**config.mk**
```make
export PLATFORM = sky130hd
export DESIGN_NAME = edge_mem_arbiter
export DESIGN_NICKNAME = d
export VERILOG_FILES = /design/src/rtl/edge_mem_arbiter.sv
export SDC_FILE = /design/constraint.sdc
export NUM_CORES = 1
export LEC_CHECK = 0
export CAP_MARGIN = 20
export CORE_ASPECT_RATIO = 1.1
export CORE_UTILIZATION = 30
export DETAILED_ROUTE_END_ITERATION = 6
export PLACE_DENSITY = 0.48
export REMOVE_ABC_BUFFERS = 1
export SLEW_MARGIN = 20
export SYNTH_ARGS = -nofsm -noshare
export SYNTH_HDL_FRONTEND = slang
export SYNTH_SLANG_ARGS = --single-unit
```
**constraint.sdc**
```tcl
create_clock -name clk_i -period 3.61 [get_ports clk_i]
set_clock_uncertainty 0.2 [all_clocks]
set_input_delay 1.083 -clock clk_i [delete_from_list [all_inputs] [get_ports clk_i]]
set_output_delay 1.083 -clock clk_i [all_outputs]
set_load 0.05 [all_outputs]
```
**src/rtl/edge_mem_arbiter.sv**
```systemverilog
// ============================================================================
//  Module      : edge_mem_arbiter
//  Description : Single-port ZBT arbiter between edge-pixel writer (FIFO
//                buffered) and display read fetcher; optional write-starvation
//                guard enabled by defining EDGE_ARB_STARVE_GUARD_EN.
//  Revision    : 1.0 - initial release
// ============================================================================
`default_nettype none

module edge_mem_arbiter #(
    parameter int ADDR_W      = 19,
    parameter int DATA_W      = 36,
    parameter int WFIFO_DEPTH = 4,
    parameter int RD_LAT      = 2,
    parameter int STARVE_MAX  = 8
) (
    input  logic              clk_i,
    input  logic              rst_i,
    input  logic              wr_valid_i,
    input  logic [ADDR_W-1:0] wr_addr_i,
    input  logic [23:0]       wr_data_i,
    output logic              wr_ready_o,
    input  logic              rd_req_i,
    input  logic [ADDR_W-1:0] rd_addr_i,
    output logic              rd_ack_o,
    output logic              rd_valid_o,
    output logic [DATA_W-1:0] rd_data_o,
    output logic [ADDR_W-1:0] mem_addr_o,
    output logic              mem_we_o,
    output logic [DATA_W-1:0] mem_wdata_o,
    input  logic [DATA_W-1:0] mem_rdata_i
);

    localparam int PTR_W  = $clog2(WFIFO_DEPTH);
    localparam int CNT_W  = $clog2(WFIFO_DEPTH + 1);
    localparam int PIPE_D = RD_LAT + 2;
    localparam int ENT_W  = ADDR_W + 24;

    localparam logic [1:0] G_IDLE  = 2'd0;
    localparam logic [1:0] G_READ  = 2'd1;
    localparam logic [1:0] G_WRITE = 2'd2;

    // Parameter sanity: pointer wrap relies on a power-of-two depth.
    if ((WFIFO_DEPTH < 2) || ((WFIFO_DEPTH & (WFIFO_DEPTH - 1)) != 0) ||
        (STARVE_MAX < 1) || (RD_LAT < 1) || (DATA_W < 25)) begin : g_cfg_bad
        $error("edge_mem_arbiter: unsupported parameter set");
    end

    logic [ENT_W-1:0]  fifo_q [WFIFO_DEPTH];
    logic [PTR_W-1:0]  wptr_q, rptr_q;
    logic [CNT_W-1:0]  count_q, count_d;
    logic              fifo_full, fifo_empty, push, pop, guard_trip;
    logic [1:0]        grant;
    logic [ENT_W-1:0]  head;
    logic [PIPE_D-1:0] rd_vld_q;
    logic [DATA_W-1:0] rd_data_q, mem_wdata_q;
    logic [ADDR_W-1:0] mem_addr_q;
    logic              mem_we_q;

    assign fifo_full  = (count_q == CNT_W'(WFIFO_DEPTH));
    assign fifo_empty = (count_q == '0);
    assign wr_ready_o = !fifo_full;
    assign push       = wr_valid_i && !fifo_full;
    assign pop        = (grant == G_WRITE);
    assign head       = fifo_q[rptr_q];

    always_comb begin
        grant = G_IDLE;
        if (fifo_full || guard_trip) grant = G_WRITE;
        else if (rd_req_i)           grant = G_READ;
        else if (!fifo_empty)        grant = G_WRITE;
    end

    assign rd_ack_o = (grant == G_READ) && !rst_i;

`ifdef EDGE_ARB_STARVE_GUARD_EN
    localparam int GC_W = $clog2(STARVE_MAX + 1);
    logic [GC_W-1:0] starve_q, starve_d;

    assign guard_trip = !fifo_empty && (starve_q == GC_W'(STARVE_MAX));

    always_comb begin
        starve_d = starve_q;
        if ((grant == G_WRITE) || fifo_empty) starve_d = '0;
        else if (grant == G_READ)             starve_d = starve_q + 1'b1;
    end

    always_ff @(posedge clk_i) begin
        if (rst_i) starve_q <= '0;
        else       starve_q <= starve_d;
    end
`else
    assign guard_trip = 1'b0;
`endif

    always_comb begin
        count_d = count_q;
        case ({push, pop})
            2'b10:   count_d = count_q + 1'b1;
            2'b01:   count_d = count_q - 1'b1;
            default: count_d = count_q;
        endcase
    end

    always_ff @(posedge clk_i) begin
        if (push) fifo_q[wptr_q] <= {wr_addr_i, wr_data_i};
    end

    always_ff @(posedge clk_i) begin
        if (rst_i) begin
            wptr_q  <= '0;
            rptr_q  <= '0;
            count_q <= '0;
        end else begin
            if (push) wptr_q <= wptr_q + 1'b1;
            if (pop)  rptr_q <= rptr_q + 1'b1;
            count_q <= count_d;
        end
    end

    always_ff @(posedge clk_i) begin
        if (rst_i) begin
            mem_addr_q  <= '0;
            mem_we_q    <= 1'b0;
            mem_wdata_q <= '0;
        end else begin
            case (grant)
                G_READ: begin
                    mem_addr_q <= rd_addr_i;
                    mem_we_q   <= 1'b0;
                end
                G_WRITE: begin
                    mem_addr_q  <= head[ENT_W-1:24];
                    mem_wdata_q <= {{(DATA_W-24){1'b0}}, head[23:0]};
                    mem_we_q    <= 1'b1;
                end
                default: mem_we_q <= 1'b0;
            endcase
        end
    end

    // Stage RD_LAT lines up with mem_rdata of the read granted RD_LAT+1 edges ago.
    always_ff @(posedge clk_i) begin
        if (rst_i) begin
            rd_vld_q  <= '0;
            rd_data_q <= '0;
        end else begin
            rd_vld_q <= {rd_vld_q[PIPE_D-2:0], (grant == G_READ)};
            if (rd_vld_q[RD_LAT]) rd_data_q <= mem_rdata_i;
        end
    end

    assign rd_valid_o  = rd_vld_q[PIPE_D-1];
    assign rd_data_o   = rd_data_q;
    assign mem_addr_o  = mem_addr_q;
    assign mem_we_o    = mem_we_q;
    assign mem_wdata_o = mem_wdata_q;

endmodule

`default_nettype wire

```
==> flow_metrics.tcl, run 1 <==
set metrics [dict create \
    min_path_cells 1 \
    cp-startpoint "rd_req_i" \
    drc_errors 0 \
    fin_setup_tns_ps 0 \
    finalCritPeriodShare_pct 96.0 \
    fmax_ghz 0.289 \
    synth-edff-count 172 \
    grt_pass1_vias 5691 \
    seq_power_share_pct 41.8 \
    cts_max_path_buffers 3 \
    cp_top_family "buffers and inverters" \
    firstDrtPassIters 4 \
    grt_pass1_wl_um 34100 \
    synth_flop_cell "edfxtp_1" \
    worst_slew_pin_slew_ps 1070 \
    grt_usage_pct 13.6 \
    required_ps 2330 \
    status "finished, final reports clean" \
    ctsHoldBuffers 0 \
    worstSkewPairLatency_ps 540 \
    grt_max_degree 52 \
    post_drt_wl_per_cell_um 19.1 \
    cts_resized 0 \
    die-area_sq_um 33000 \
    cts-root-buf "clkbuf_16" \
    via_per_inst 4.54 \
    routabilityCongestion 0.758 \
    numPortBuffers 184 \
    fin_crit_ps 3470 \
    synth_cell_types 37 \
    reg2reg_from "count_q[2]" \
    async_reset_ff_share_pct 0 \
    via_count 5372 \
    reg2reg_slack_ps 860 \
    cap_violations 0 \
    synth_area_leaders "edfxtp_1 (53%), dfxtp_1 (19%), mux4_2 (10%), mux2i_1 (3.7%), a22o_1 (2.2%)" \
    cts_tree "yes" \
    drv_slew 0 \
    cts_setup_buffers 0 \
    place_area_sq_um 12000 \
    drive_gt1_share_pct 15.1 \
    finalSetupViolCount 0 \
    wl_um 22500 \
    r2r-end "count_q[2]" \
    cp_num_cells 4 \
    cpPeakStageDelay_ps 530 \
    final_design_area_no_fill_sq_um 12900 \
    cts_sinks 265 \
    synth-seq-cells 265 \
    hold_viol 0 \
    io_pins 197 \
    synth_top_area_share_pct 53.3 \
    synth_most_common_cell "edfxtp_1" \
    rows 68 \
    worstPathArrival_ps 2180 \
    powerDensity_nw_per_um2 737 \
    cp-start-kind "input pin" \
    switchingPower_uw 3100 \
    pwr-share-clk_pct 28.3 \
    start_util_pct 30.7 \
    endpoint "rd_ack_o" \
    area_growth_pct 32.8 \
    worst-r2r-cell-count 9 \
    antenna_found_initial 2 \
    combPwrFrac_pct 29.9 \
    numCtsBuffers 29 \
    synthCells 544 \
    hpwl_um 13500 \
    synth_top_cells_by_count "edfxtp_1 (172), dfxtp_1 (93), mux4_2 (43)" \
    ant_nets 0 \
    switching_share_pct 32.7 \
    synth-seq-area-share_pct 72.5 \
    fp.coreArea_sq_um 31600 \
    worstSetupPathType "in -> out" \
    internal-power_uw 6390 \
    clk_pin_slew_ps 50 \
    netlist_area_sq_um 9690 \
    hold_path_class "reg -> reg" \
    drtIter0Drc 245 \
    die_h_um 191 \
    cp_max_fo 4 \
    rsz0062_at_grt "false" \
    slew_headroom_pct 28.3 \
    yosysWarnings 0 \
    grt-ovfl-total 0 \
    die-width_um 173 \
    p_leak_uw 0.00436 \
    cp-end-kind "output port" \
    crit_chain "clkdlybuf4s50_1 -> nor2b_2 -> and2_1 -> buf_12" \
    htreeDepth 1 \
    yosysTopAreaCell "edfxtp_1" \
    finalNetCount 846 \
    crit_slowest_cell "clkdlybuf4s50_1" \
    ir_drop_uv 463 \
    crit_buf_inv 2 \
    synthesis.area_per_instance_sq_um 17.8 \
]
==> placed cells by master (no fill, tap or decap), types with 2 or more instances in the layout <==
| cell type | netlist | routed |
|---|---|---|
| diode_2 | 0 | 2 |
| dfxtp_2 | 0 | 2 |
| nand3_1 | 2 | 2 |
| mux4_2 | 43 | 43 |
| mux2i_1 | 36 | 36 |
| nor2_1 | 41 | 41 |
| a221o_2 | 2 | 2 |
| xor2_1 | 2 | 2 |
| conb_1 | 1 | 12 |
| nor2b_1 | 4 | 3 |
| a21o_1 | 2 | 2 |
| clkinv_2 | 0 | 4 |
| clkdlybuf4s50_1 | 0 | 182 |
| clkbuf_1 | 11 | 14 |
| edfxtp_1 | 172 | 172 |
| clkbuf_8 | 0 | 2 |
| ha_1 | 5 | 5 |
| inv_1 | 6 | 6 |
| a22o_1 | 24 | 24 |
| or3_1 | 2 | 2 |
| and2_1 | 2 | 2 |
| dfxtp_1 | 93 | 90 |
| and3_1 | 23 | 19 |
| clkbuf_16 | 0 | 30 |
| buf_12 | 0 | 5 |
| o21ai_0 | 3 | 3 |
| a21oi_1 | 6 | 6 |
| buf_4 | 14 | 10 |
| and3_2 | 0 | 4 |
| a221o_1 | 17 | 17 |
==> flip-flops by register name, indices dropped and copies added, names as in the netlist, named ones only <==
register,cells
mem_we_o,1
mem_addr_o,19
mem_wdata_o,24
rd_data_o,36
wptr_q,2
count_q,3
rptr_q,2
rd_vld_q,4
fifo_q,172
==> metrics by stage <==
step	hold slack [ps]	std cells	worst slack (ps)	util [%]	total power (uW)
global route	237	1180	72.5	40.8	9940
finish	236	1182	144	40.8	9490
CTS	238	1180	115	40.8	9680
global placement	218	1127	135	38.0	6880
floorplan	214	509	210	-	5800
detailed placement	229	1127	116	38.0	6930
==> cell type report <==
| cell class | instances | area [sq um] |
|---|---|---|
| Sequential cell | 265 | 7030 |
| Antenna cell | 2 | 5.00 |
| Clock inverter | 7 | 40.0 |
| Fill cell | 2880 | 18700 |
| Timing Repair Buffer | 198 | 2000 |
| Inverter | 6 | 22.5 |
| Multi-Input combinational cell | 238 | 2410 |
| Tap cell | 420 | 526 |
| Clock buffer | 46 | 831 |
==> worst min path at each step <==
stage / start / slack (ps) / to
after global routing: rd_vld_q[1] / 240 / rd_vld_q[2]
after detailed placement: rd_vld_q[1] / 230 / rd_vld_q[2]
after floorplan: rd_vld_q[0] / 210 / rd_vld_q[1]
final: rd_vld_q[1] / 240 / rd_vld_q[2]
after global placement: rd_vld_q[0] / 220 / rd_vld_q[1]
after CTS: rd_vld_q[1] / 240 / rd_vld_q[2]
==> cells by family (layout without fill, tap and decap cells) <==
group	after synthesis	in the layout	share of synthesized area, %
AOI/OAI and AO/OA	58	58	5.20
xor gates and xnor gates	2	2	0.181
adders and majority gates	6	6	0.852
buffers and inverters	52	257	3.16
DFF	265	265	72.5
muxes	79	79	13.7
other	1	14	0.0387
and+or+nand+nor	81	81	4.36
==> metal layers <==
layer | routed length [um] | vias to the layer above | track usage (%)
met4 | 397 | 2 | 3.13
met3 | 1710 | 33 | 4.17
met5 | 13 | - | 0
li1 | - | 2487 | -
met2 | 11000 | 176 | 23.4
met1 | 9430 | 2674 | 16.6
==> power by group through the flow <==
stage	logic [uW]	clock network, uW	registers, uW
floorplan	1010	0	4790
global placement	2850	0	4020
detailed placement	2890	0	4040
CTS	2900	2790	3990
global route	3000	2910	4030
finish	2840	2680	3970
No activity file was read; power rests on OpenSTA's default activity.
==> run 2, diff against run 1 <==
--- a/config.mk
+++ b/config.mk
@@ -6,7 +6,7 @@
 export NUM_CORES = 1
 export LEC_CHECK = 0
 export CAP_MARGIN = 20
-export CORE_ASPECT_RATIO = 1.1
+export CORE_ASPECT_RATIO = 0.75
 export CORE_UTILIZATION = 30
 export DETAILED_ROUTE_END_ITERATION = 6
 export PLACE_DENSITY = 0.48
==> flow_metrics.tcl, run 2 (synthesis results as in run 1) <==
set metrics [dict create \
    status "finished, final reports clean" \
    ir_drop_uv 304 \
    cts_max_path_buffers 3 \
    cp_max_fo 6 \
    rsz0062_at_grt "false" \
    numPortBuffers 184 \
    via_count 5465 \
    cts-root-buf "clkbuf_16" \
    htreeDepth 1 \
    worstPathArrival_ps 2130 \
    fin_crit_ps 3410 \
    cts_resized 0 \
    via_per_inst 4.67 \
    antenna_found_initial 1 \
    die-area_sq_um 33000 \
    ctsHoldBuffers 0 \
    cap_violations 0 \
    rows 56 \
    largest_reg_flops 172 \
    die-width_um 210 \
    top_register "fifo_q" \
    ant_nets 0 \
    fin_setup_tns_ps 0 \
    finalCritPeriodShare_pct 94.5 \
    grt-ovfl-total 0 \
    numCtsBuffers 28 \
    cts_sinks 265 \
    cp-start-kind "register" \
    fmax_ghz 0.293 \
    post_drt_wl_per_cell_um 20.2 \
    slew_headroom_pct 44.3 \
    io_pins 197 \
    routabilityCongestion 0.749 \
    hold_viol 0 \
    finalSetupViolCount 0 \
    fin_util_pct 40.6 \
    area_growth_pct 32.0 \
    drv_slew 0 \
    worstSkewPairLatency_ps 550 \
    grt_max_degree 44 \
    cp-end-kind "output port" \
    grt_usage_pct 14.1 \
    place_area_sq_um 12000 \
    grt_pass1_vias 5740 \
    powerDensity_nw_per_um2 735 \
    finalNetCount 850 \
    grt_pass1_wl_um 35300 \
    worst_slew_pin_slew_ps 836 \
    drive_gt1_share_pct 15.6 \
    hold_path_class "reg -> reg" \
    firstDrtPassIters 4 \
    clk_pin_slew_ps 60 \
    p_leak_uw 0.00435 \
    wl_um 23700 \
    start_util_pct 30.7 \
    cts_tree "yes" \
    worstSetupPathType "reg -> out" \
    mostFrequentLayoutCells "clkdlybuf4s50_1 (182), edfxtp_1 (172), dfxtp_1 (90)" \
    die_h_um 158 \
    cts_setup_buffers 0 \
    final_common_cell "clkdlybuf4s50_1" \
    drc_errors 0 \
    fp.coreArea_sq_um 31500 \
    required_ps 2330 \
    hpwl_um 15200 \
    drtIter0Drc 235 \
    final_design_area_no_fill_sq_um 12800 \
]
[run 2: cell types whose count changed in the layout (fill, tap and decap cells not counted), sizes merged]
cell	before	now
diode	2	1
clkbuf	46	36
clkinv	5	13
buf	16	21
[run 2: cell type report]
cell class	count	area, sq um
Inverter	6	22.5
Clock buffer	36	741
Sequential cell	265	7040
Antenna cell	1	2.50
Timing Repair Buffer	203	1990
Tap cell	406	508
Fill cell	2832	18700
Clock inverter	15	83.8
Multi-Input combinational cell	238	2410
[run 2: path summary, 6_finish.rpt]
| path | from | to | slack (ps) | depth (start not counted) |
|---|---|---|---|---|
| worst min-delay path | rd_vld_q[0] | rd_vld_q[1] | 230 | 1 |
| worst max-delay path | count_q[2] | wr_ready_o | 200 | 2 |
| worst max register to register | count_q[2] | count_q[2] | 880 | 9 |
| worst min register to register | rd_vld_q[0] | rd_vld_q[1] | 230 | 1 |
[run 2: stage by stage]
stage / setup WS (ps) / hold slack (ps) / cells / total power (uW)
6_report: 198 / 233 / 1170 / 9410
4_1_cts: 161 / 237 / 1169 / 9550
3_5_place_dp: 202 / 223 / 1118 / 6910
2_1_floorplan: 210 / 214 / 509 / 5800
5_1_grt: 110 / 255 / 1169 / 9840
3_3_place_gp: 192 / 225 / 1118 / 6870
[run 2: report_power, final]
part | internal (uW) | leakage, uW | total, uW | switching, uW
Sequential | 3690 | 0.00234 | 3990 | 299
Clock | 1450 | 0.000403 | 2610 | 1160
Combinational | 1130 | 0.00161 | 2820 | 1690
Total | 6260 | 0.00435 | 9410 | 3150
[run 2: per-layer routing]
metal  part of all wire [%]  vias to the layer above  global-route usage (%)
li1                       -                     2503                       -
met3                    4.9                       36                    2.84
met1                     45                     2779                    19.1
met2                     48                      147                    23.1
met4                    2.2                        0                    3.68
met5                      0                        -                       0
[run 2: critical path: stages, from the launching register on]
cell and delay [ps]:
dfxtp_1 460, or3b_4 420, clkdlybuf4s50_1 720
==> run 3, diff against run 2 <==
--- a/config.mk
+++ b/config.mk
@@ -5,11 +5,12 @@
 export SDC_FILE = /design/constraint.sdc
 export NUM_CORES = 1
 export LEC_CHECK = 0
+export ABC_CLOCK_PERIOD_IN_PS = 3610
 export CAP_MARGIN = 20
 export CORE_ASPECT_RATIO = 0.75
-export CORE_UTILIZATION = 30
+export CORE_UTILIZATION = 45
 export DETAILED_ROUTE_END_ITERATION = 6
-export PLACE_DENSITY = 0.48
+export PLACE_DENSITY = 0.68
 export REMOVE_ABC_BUFFERS = 1
 export SLEW_MARGIN = 20
 export SYNTH_ARGS = -nofsm -noshare
==> flow_metrics.tcl, run 3 (synthesis results as in run 1) <==
set metrics [dict create \
    cts_resized 0 \
    drc_errors 0 \
    die-width_um 171 \
    rsz0062_at_grt "false" \
    cts_max_path_buffers 3 \
    worstPathArrival_ps 2230 \
    die_h_um 129 \
    firstDrtPassIters 4 \
    cts_sinks 265 \
    finalNetCount 842 \
    fmax_ghz 0.285 \
    status "finished, final reports clean" \
    worst_slew_pin_slew_ps 865 \
    fin_setup_tns_ps 0 \
    p_leak_uw 0.00439 \
    mostFrequentLayoutCells "clkdlybuf4s50_1 (182), edfxtp_1 (172), dfxtp_1 (90)" \
    crit_chain "clkdlybuf4s50_1 -> nor2b_2 -> and2_1 -> buf_12" \
    area_growth_pct 31.6 \
    worst_slack_ps 98.8 \
    seq_power_share_pct 41.7 \
    grt-ovfl-total 0 \
    worstSetupPathType "in -> out" \
    switchingPower_uw 3050 \
    die-area_sq_um 22100 \
    cts_setup_buffers 0 \
    htreeDepth 1 \
    cts-root-buf "clkbuf_16" \
    fillCellCount 1559 \
    ir_drop_uv 380 \
    pre_cts_slack_ps 109 \
    via_count 5446 \
    fp.coreArea_sq_um 21100 \
    cp_max_fo 4 \
    grt_pass1_wl_um 31900 \
    via_per_inst 5.22 \
    pwr-share-clk_pct 29.7 \
    cp_top_family "buffers and inverters" \
    slew_headroom_pct 42.3 \
    largest_reg_flops 172 \
    required_ps 2330 \
    numPortBuffers 184 \
    crit_buf_inv 2 \
    antenna_found_initial 1 \
    drv_slew 0 \
    switching_share_pct 31.7 \
    wl_um 20800 \
    cts_tree "yes" \
    start_util_pct 45.9 \
    drive_gt1_share_pct 15.8 \
    rows 46 \
    finalSetupViolCount 0 \
    fin_crit_ps 3510 \
    crit_slowest_cell "clkdlybuf4s50_1" \
    hold_viol 0 \
    grt_usage_pct 19.0 \
    ctsHoldBuffers 0 \
    hold_path_class "reg -> reg" \
    grt_pass1_vias 5698 \
    hpwl_um 12600 \
    numCtsBuffers 27 \
    powerDensity_nw_per_um2 754 \
    clk_pin_slew_ps 60 \
    cpPeakStageDelay_ps 540 \
    finalCritPeriodShare_pct 97.3 \
    cp-end-kind "output port" \
    worstSkewPairLatency_ps 520 \
    final_common_cell "clkdlybuf4s50_1" \
    seqCellArea_sq_um 7040 \
    routabilityCongestion 0.712 \
    io_pins 197 \
    cp-start-kind "input pin" \
    top_register "fifo_q" \
    ant_nets 0 \
    combPwrFrac_pct 28.5 \
    cap_violations 0 \
    multi_input_area_sq_um 2410 \
    power_uw 9610 \
    drtIter0Drc 296 \
    grt_max_degree 52 \
    internal-power_uw 6570 \
    post_drt_wl_per_cell_um 19.9 \
]
==> run 3: cell count changes in the layout (fill, tap and decap cells not counted), sizes merged <==
cell | previous run | this run
bufinv | 0 | 3
clkinvlp | 1 | 0
buf | 21 | 14
clkbuf | 36 | 41
clkinv | 13 | 5
==> run 3: metal layers <==
| layer | track usage [%] | vias up | share of wire, % |
|---|---|---|---|
| li1 | - | 2480 | - |
| met1 | 26.0 | 2768 | 43 |
| met2 | 31.0 | 159 | 48 |
| met3 | 3.70 | 39 | 5.4 |
| met4 | 5.62 | 0 | 2.7 |
| met5 | 0 | - | 0 |
==> run 3: worst paths after layout <==
| check | start | endpoint | slack, ps | depth (start not counted) |
|---|---|---|---|---|
| worst max-delay path | rd_req_i | rd_ack_o | 100 | 4 |
| worst max register to register | count_q[2] | count_q[2] | 840 | 9 |
| worst min-delay path | rd_vld_q[1] | rd_vld_q[2] | 230 | 1 |
| worst min register to register | rd_vld_q[1] | rd_vld_q[2] | 230 | 1 |
==> run 3: layout make-up <==
| class | count | share of cell area, % |
|---|---|---|
| clock inverters | 9 | 0.971 |
| repair buffers | 196 | 15.6 |
| inverters | 6 | 0.177 |
| clock buffers | 41 | 6.34 |
| flip-flops and latches | 265 | 55.2 |
| well taps | 288 | 2.83 |
| multi-input cells | 238 | 18.9 |
| diodes | 1 | 0.0196 |
==> run 3: power groups by stage <==
stage | clock network, uW | logic (uW) | registers [uW]
global route | 3030 | 2900 | 4080
CTS | 2920 | 2770 | 4030
detailed placement | 0 | 2770 | 4090
global placement | 0 | 2720 | 4070
finish | 2860 | 2740 | 4010
floorplan | 0 | 1010 | 4790
==> run 3: stage by stage <==
stage	cells	instance area [sq um]	hold slack (ps)	utilization, %
global placement	993	11800	220	55.9
global route	1044	12800	241	60.4
CTS	1043	12700	237	60.4
finish	1044	12800	234	60.4
floorplan	509	9450	214	-
detailed placement	993	11800	225	55.9
==> run 3: worst register-to-register path: stages (launching register included) <==
cell     delay, ps
dfxtp_1        470
or3b_4         430
buf_4          250
nand2_1        120
ha_1           190
inv_1           60
fa_1           370
xor2_1         160
or3_1          310
a21oi_1        150
